### config.mk
export PLATFORM = sky130hd
export DESIGN_NAME = tt_um_serial_sub
export DESIGN_NICKNAME = d
export VERILOG_FILES = /design/src/rtl/tt_um_serial_sub.sv
export SDC_FILE = /design/constraint.sdc
export NUM_CORES = 1
export LEC_CHECK = 0
export ABC_AREA = 1
export CORE_MARGIN = 3
export CORE_UTILIZATION = 50
export CTS_CLUSTER_SIZE = 16
export DETAILED_ROUTE_END_ITERATION = 10
export PLACE_DENSITY_LB_ADDON = 0.12
export SYNTH_ARGS = -nofsm -noshare
export SYNTH_HDL_FRONTEND = slang
export SYNTH_SLANG_ARGS = --single-unit
### constraint.sdc
create_clock -name clk -period 4.4 [get_ports clk]
set_input_delay 0.88 -clock clk [delete_from_list [all_inputs] [get_ports clk]]
set_output_delay 0.88 -clock clk [all_outputs]
set_load 0.03 [all_outputs]
### src/rtl/tt_um_serial_sub.sv
// LSB-first bit-serial subtractor (A - B) with a registered borrow chain.
// Each accepted beat yields one difference bit; completed words are presented in parallel on uio_out.
module tt_um_serial_sub #(
    parameter int unsigned WIDTH = 8
) (
    input  logic [7:0] ui_in,
    output logic [7:0] uo_out,
    input  logic [7:0] uio_in,
    output logic [7:0] uio_out,
    output logic [7:0] uio_oe,
    input  logic       ena,
    input  logic       clk,
    input  logic       rst_n
);

    localparam int unsigned CNT_W = $clog2(WIDTH + 1);

    typedef enum logic {
        ST_IDLE  = 1'b0,
        ST_ACCUM = 1'b1
    } state_e;

    state_e             state_q, state_d;
    logic [CNT_W-1:0]   cnt_q, cnt_d;
    logic               borrow_q, borrow_d;
    logic [WIDTH-1:0]   shreg_q, shreg_d;
    logic [WIDTH-1:0]   word_q, word_d;
    logic               diff_q, diff_d;
    logic               bout_q, bout_d;
    logic               bit_valid_q, bit_valid_d;
    logic               word_done_q, word_done_d;
    logic               word_borrow_q, word_borrow_d;
    logic               seq_err_q, seq_err_d;

    logic               a_bit, b_bit, in_valid, in_first;
    logic               accept, bin, d_bit, bo_bit;
    logic [CNT_W-1:0]   idx, cnt_nxt;
    logic [WIDTH-1:0]   sh_nxt;

    assign a_bit    = ui_in[0];
    assign b_bit    = ui_in[1];
    assign in_valid = ui_in[2];
    assign in_first = ui_in[3];

    // Pins with no function in this tile.
    logic unused_ok;
    assign unused_ok = ^{ena, uio_in, ui_in[7:4]};

    // State and output registers.
    always_ff @(posedge clk) begin
        if (!rst_n) begin
            state_q       <= ST_IDLE;
            cnt_q         <= '0;
            borrow_q      <= 1'b0;
            shreg_q       <= '0;
            word_q        <= '0;
            diff_q        <= 1'b0;
            bout_q        <= 1'b0;
            bit_valid_q   <= 1'b0;
            word_done_q   <= 1'b0;
            word_borrow_q <= 1'b0;
            seq_err_q     <= 1'b0;
        end else begin
            state_q       <= state_d;
            cnt_q         <= cnt_d;
            borrow_q      <= borrow_d;
            shreg_q       <= shreg_d;
            word_q        <= word_d;
            diff_q        <= diff_d;
            bout_q        <= bout_d;
            bit_valid_q   <= bit_valid_d;
            word_done_q   <= word_done_d;
            word_borrow_q <= word_borrow_d;
            seq_err_q     <= seq_err_d;
        end
    end

    // Next-state: a first=1 beat always restarts at bit 0 with no borrow in.
    always_comb begin
        state_d       = state_q;
        cnt_d         = cnt_q;
        borrow_d      = borrow_q;
        shreg_d       = shreg_q;
        word_d        = word_q;
        diff_d        = diff_q;
        bout_d        = bout_q;
        bit_valid_d   = 1'b0;
        word_done_d   = 1'b0;
        word_borrow_d = word_borrow_q;
        seq_err_d     = seq_err_q;
        accept        = 1'b0;

        bin     = in_first ? 1'b0 : borrow_q;
        idx     = in_first ? '0 : cnt_q;
        d_bit   = a_bit ^ b_bit ^ bin;
        bo_bit  = (~a_bit & b_bit) | (~(a_bit ^ b_bit) & bin);
        cnt_nxt = idx + CNT_W'(1);
        sh_nxt  = shreg_q;
        for (int unsigned i = 0; i < WIDTH; i++) begin
            if (idx == CNT_W'(i)) begin
                sh_nxt[i] = d_bit;
            end
        end

        if (in_valid) begin
            case (state_q)
                ST_IDLE: begin
                    if (in_first) begin
                        accept = 1'b1;
                    end else begin
                        seq_err_d = 1'b1;
                    end
                end
                ST_ACCUM: accept = 1'b1;
                default:  accept = 1'b0;
            endcase
            if (in_first) begin
                seq_err_d = 1'b0;
            end
        end

        if (accept) begin
            diff_d      = d_bit;
            bout_d      = bo_bit;
            bit_valid_d = 1'b1;
            borrow_d    = bo_bit;
            shreg_d     = sh_nxt;
            if (cnt_nxt == CNT_W'(WIDTH)) begin
                word_d        = sh_nxt;
                word_borrow_d = bo_bit;
                word_done_d   = 1'b1;
                cnt_d         = '0;
                state_d       = ST_IDLE;
            end else begin
                cnt_d   = cnt_nxt;
                state_d = ST_ACCUM;
            end
        end
    end

    assign uo_out  = {2'b00, seq_err_q, word_borrow_q, word_done_q, bit_valid_q, bout_q, diff_q};
    assign uio_out = 8'(word_q);
    assign uio_oe  = 8'hFF;

endmodule

======== Word level (Yosys, flattened, before mapping) ========
Cells that the tools add are included.
cells by class
  $mul .................................... 0
  $lt $le $gt $ge ......................... 0
  equal/unequal tests ..................... 9
  bitwise operators ....................... 8
  add/subtract/negate cells ............... 1
  reductions and logical operators ........ 4
  shifts and indexed selects .............. 0
  multiplexer cells ....................... 19
  divide/modulo/power cells ............... 0
operators with widths
  kind                 count
  $eq 4x3->1 const B   4
  $mux 1               16
  $eq 4x2->1 const B   2
  $mux 4               2
  $reduce_and 2->1     3
  $add 4x1->4 const B  1
  $eq 4x1->1 const B   1
  $eq 4x4->1 const B   1
  $logic_not 4->1      1
  $not 1->1            3
  $and 1x1->1          2
  $ne 2x2->1 const B   1
  $pmux 1 s2           1
  $xor 1x1->1          2
  $or 1x1->1           1
word-level totals
  latch bits .............................. 0
  output and inout port bits .............. 24
  RAM bits ................................ 0
  bits in read-only memories .............. 0
  flip-flop bits (word level) ............. 27
  logic and storage cells ................. 51
  input bits .............................. 19
  memories ................................ 0

======== Depth between registers and ports, before layout ========
  depth after elaboration ................. 4
  mapped depth ............................ 13

======== Worst setup path after synthesis ========
Ideal clock, no wire load.
  kind .................................... input -> register
  from .................................... in ui_in[3]
  to ...................................... reg state_q
  stages .................................. 12
  data arrival time ....................... 1.998 ns
  buffers on the path ..................... 1
  setup slack ............................. 2.286 ns
  cells stage by stage .................... inv_2 -> nand2_1 -> inv_1 -> ha_1 -> inv_1 -> nand3_1 -> nand2_1 -> nor2_2 -> nand3_1 -> buf_6 -> o211ai_1 -> inv_1
between the ends
  longest elaborated chain between the ends .. 4
RTL lines
  item                  line  text
  from (decl)           6     input logic [7:0] ui_in,
  $mux 4                94    idx = in_first ? '0 : cnt_q;
  $add 4x1->4           97    cnt_nxt = idx + CNT_W'(1);
  $eq 4x4->1            128   if (cnt_nxt == CNT_W'(WIDTH)) begin
  $mux 1                128
  to (signal assigned)  64    state_q <= state_d;
  to (decl)             23    state_e state_q, state_d;
Parallel ways exist; a longest one is shown, timed or not.
A chain may end at the register's enable or synchronous reset.

======== Worst setup path after layout ========
  from .................................... in ui_in[3]
  to ...................................... reg word_q[6], in the netlist uio_out[6]
between the ends
  longest elaborated chain between the ends .. 4
RTL lines
  item                                       line      text
  $mux 4 or $mux 1 (tied branches)           94, 108
  $add 4x1->4 or $pmux 1 s2 (tied branches)  97, 106
  $eq 4x4->1 or $mux 1 (tied branches)       128, 105
  $reduce_and 2->1 (no line)                 n/a
  to (signal assigned)                       68        word_q <= word_d;
  to (decl)                                  27        logic [WIDTH-1:0] word_q, word_d;
Parallel ways exist; a longest one is shown, timed or not.

==> out/summary.log <==
[run_status] run status completed
[hold_path] hold path startpoint uio_out[5]
[worst_setup_path] required time worst endpoint 4.67 ns
[routing] residual DRC count 0
[timing] max-slew violation total from the final report 0
[synth] proportion of netlist area held by the largest area contributor 37.7%
[clock_tree] clock tree from TritonCTS built
[place] weighted congestion reported at the end of routability-driven placement 0.823
[floorplan] Die Y 59.6 um
[finish] fill cell instance count of the final layout 248
[clock_tree] post-CTS setup buffers 0
[power_and_ir_drop] Tot Pwr 0.458 mW
[clock_tree] total of hold buffers inserted after clock tree synthesis 0
[timing] final clock skew 0.00798 ns
[hold_path] hold path cells 2
[power_and_ir_drop] static leakage 0.775 nW
[clock_tree] clock transition at the registers of the reported paths 0.13 ns
[floorplan] floorplan die area 3550 sq um
[worst_setup_path] crit path from ui_in[3]
[synth] fraction of synthesized area in multiplexers 0%
[routing] via count 1196
[synth] Cell variety after synth 23
[synth] area leader, netlist sky130_fd_sc_hd__dfxtp_1
[synth] post-synthesis compound-gate area fraction 9.15%
[worst_setup_path] CP Data Arrival Time 3.31 ns
[floorplan] Rows 18
[global_routing] vias in the first global route 1129
[routing] Post-Route WL 2680 um
[clock_tree] H-tree depth reported by CTS 1
[worst_setup_path] startpoint type of the worst setup path primary input
[routing] Initial DRT Pass Iterations 4
[timing] Hold Fails Final Rpt 0
[global_routing] wire length of the first global-routing pass 4760 um
[run] Max-Cap Viols 0
[synth] synthesized netlist cell count 204
[timing] Setup violations, final 0
[clock_tree] number of buffers created by CTS 3
[clock_tree] clk root buf sky130_fd_sc_hd__clkbuf_4
[worst_setup_path] Critical Path Sink Type flop
[synth] adder-cell share of the synthesized area 5.75%
[timing] tightest hold margin 0.477 ns
[worst_setup_path] Max Fanout on Critical Path 11
[clock_tree] post-cts sizing count 0
[synth] Seq cells post-synth 27
[synth] ranking of synthesized cells by area sky130_fd_sc_hd__dfxtp_1 (38%), sky130_fd_sc_hd__nand2_1 (11%), sky130_fd_sc_hd__buf_4 (8.9%), sky130_fd_sc_hd__nand3_1 (8.0%), sky130_fd_sc_hd__inv_1 (7.8%)
[synth] area share of xor/xnor cells in the synthesized design 0%
[clock_tree] maximum number of buffers from clock root to sink 2
[synth] area share of and/or/nand/nor cells after synthesis 28.2%
[worst_setup_path] FF-to-FF path depth 11
[routing] routed via count divided by cell count 4.90
[routing] detail-routed net length per standard cell 11.0 um
[finish] ratio of cells with drive above 1 in the final layout 5.61%
[clock_tree] clock network latency to the later pin of the worst-skew pair 0.32 ns
[hold_path] HP Class flop to flop
[routing] final antenna-violating net count 0
[timing] slew margin rel. 47.7%
[place] Placed Cells 240
[timing] Min Clock Period, post-route 3.03 ns
[global_routing] total global routing overflow 0
[power_and_ir_drop] peak ir drop on the vdd network 0.000255 V
[finish] post-layout instance count excluding filler cells 244
[timing] Max Clk Rate 0.330 GHz
[timing] post-route clock period utilization 69.0%
[floorplan] number of primary I/O pins 43
[synth] sequential-to-total area share from yosys stat 37.7%
[finish] synthesis-to-layout area growth 9.15%
[worst_setup_path] critical setup path kind primary input to flop
[finish] Ant. Diodes 0
[place] number of port buffers 19
[power_and_ir_drop] Cell Pwr Density 292 nW/um^2
[synth] mean instance size in the synthesized netlist 7.03 sq um
[finish] fraction of the core area covered by cells at the end of the flow 60.5%
[clock_tree] Sinks on Clock Net 27
[timing] RSZ-0062 raised after global routing false
[worst_setup_path] reg-to-reg startpoint cnt_q[0]
[global_routing] antenna violations before repair 0
[finish] number of nets in the final layout 240
[floorplan] die outline width 59.6 um
[floorplan] initial standard-cell utilization of the core 55.4%
[place] detailed-placement wirelength estimate 1960 um
[timing] sum of negative setup slack 0 ns
[synth] number of warnings reported in the yosys synthesis log 0
[timing] worst-margin pin slew 0.782 ns
[synth] synthesized cell area 1440 sq um
[global_routing] maximum number of pins on one net before global-route repair 26
[synth] dominant combinational cell family by area after synthesis simple AND/OR/NAND/NOR gates
[floorplan] area of the placeable core 2590 sq um
[global_routing] Total GRT Usage 17.4%
[routing] number of design-rule violations left by the first detailed-router iteration 24
## worst max-delay path, cell delays in order
cell and delay (ns):
sky130_fd_sc_hd__clkdlybuf4s50_1 0.53, sky130_fd_sc_hd__inv_2 0.13, sky130_fd_sc_hd__nand2_1 0.12, sky130_fd_sc_hd__inv_1 0.14, sky130_fd_sc_hd__ha_1 0.30, sky130_fd_sc_hd__inv_1 0.06
sky130_fd_sc_hd__nand3_1 0.09, sky130_fd_sc_hd__nand2_1 0.07, sky130_fd_sc_hd__nor2_2 0.11, sky130_fd_sc_hd__nand3_1 0.39, sky130_fd_sc_hd__nor2_1 0.33, sky130_fd_sc_hd__nand2_1 0.08
sky130_fd_sc_hd__nand2_1 0.06
## cell usage in the layout (no fill, tap or decap), drive strengths merged
master         instances
a31oi                  1
nand3                 23
a211oi                 1
o211ai                 3
dfxtp                 27
o21ai                 10
a21oi                  6
or2                    5
nand2                 45
clkbuf                 4
conb                  10
clkdlybuf4s50         19
inv                   31
fa                     1
o21bai                 2
nor2                  21
ha                     5
## where the power goes
| group | internal (mW) | switching, mW |
|---|---|---|
| combinational | 0.0297 | 0.0578 |
| sequential | 0.258 | 0.00685 |
| clock | 0.0355 | 0.0704 |
## state kept, by name, summed over array words and instances (netlist names)
signal,count
shreg_q,8
state_q,1
uio_out,8
seq_err_q,1
word_borrow_q,1
word_done_q,1
bit_valid_q,1
cnt_q,4
diff_q,1
bout_q,1
## layer usage
layer | part of all wire (%) | up-vias | global-route usage [%]
met3 | 6.5 | 2 | 3.92
met1 | 45 | 531 | 21.4
li1 | - | 630 | -
met2 | 48 | 33 | 30.9
met4 | 0.67 | 0 | 3.48
met5 | 0 | - | 0
## per-stage QoR
stage | area [sq um] | setup WS (ns)
after floorplan | 1470 | 2.29
after global placement | 1540 | 1.16
after detailed placement | 1540 | 1.04
after CTS | 1570 | 1.37
after global routing | 1570 | 1.09
final | 1570 | 1.37
## worst paths after layout
kind	endpoint	slack (ns)
min reg2reg	uio_out[5]	0.48
max reg2reg	uio_out[6]	2.20
max	uio_out[6]	1.37
min	uio_out[5]	0.48
## logic make-up (layout without fill, tap and decap cells)
family	count (synthesis)	after routing
simple gates	94	94
buf+inv	52	54
flops	27	27
compound gates	23	23
fa+ha+maj	6	6
other cells	2	10
## area by class of cell
cell class,count,area [sq um],area share [%]
clock buffer,4,26.3,1.68
inverter,31,116,7.43
multi-input combinational,133,656,41.9
sequential,27,541,34.5
tap,30,37.5,2.40
timing repair buffer,19,190,12.1
## synthesized netlist by cell type
library cell               number
sky130_fd_sc_hd__o21ai_0       10
sky130_fd_sc_hd__buf_4         17
sky130_fd_sc_hd__buf_6          1
sky130_fd_sc_hd__or2_0          1
sky130_fd_sc_hd__ha_1           5
sky130_fd_sc_hd__buf_2          2
sky130_fd_sc_hd__dfxtp_1       27
sky130_fd_sc_hd__nand2_1       42
sky130_fd_sc_hd__or2_2          4
sky130_fd_sc_hd__nor2_1        20
sky130_fd_sc_hd__inv_1         30
sky130_fd_sc_hd__a31oi_1        1
sky130_fd_sc_hd__nor2_2         1
sky130_fd_sc_hd__a211oi_1       1
sky130_fd_sc_hd__clkbuf_1       1
sky130_fd_sc_hd__fa_1           1
sky130_fd_sc_hd__o21bai_1       2
sky130_fd_sc_hd__nand3_1       23
sky130_fd_sc_hd__inv_2          1
sky130_fd_sc_hd__a21oi_1        6
sky130_fd_sc_hd__nand2_2        3
sky130_fd_sc_hd__conb_1         2
sky130_fd_sc_hd__o211ai_1       3
(Power assumes the default switching activity.)
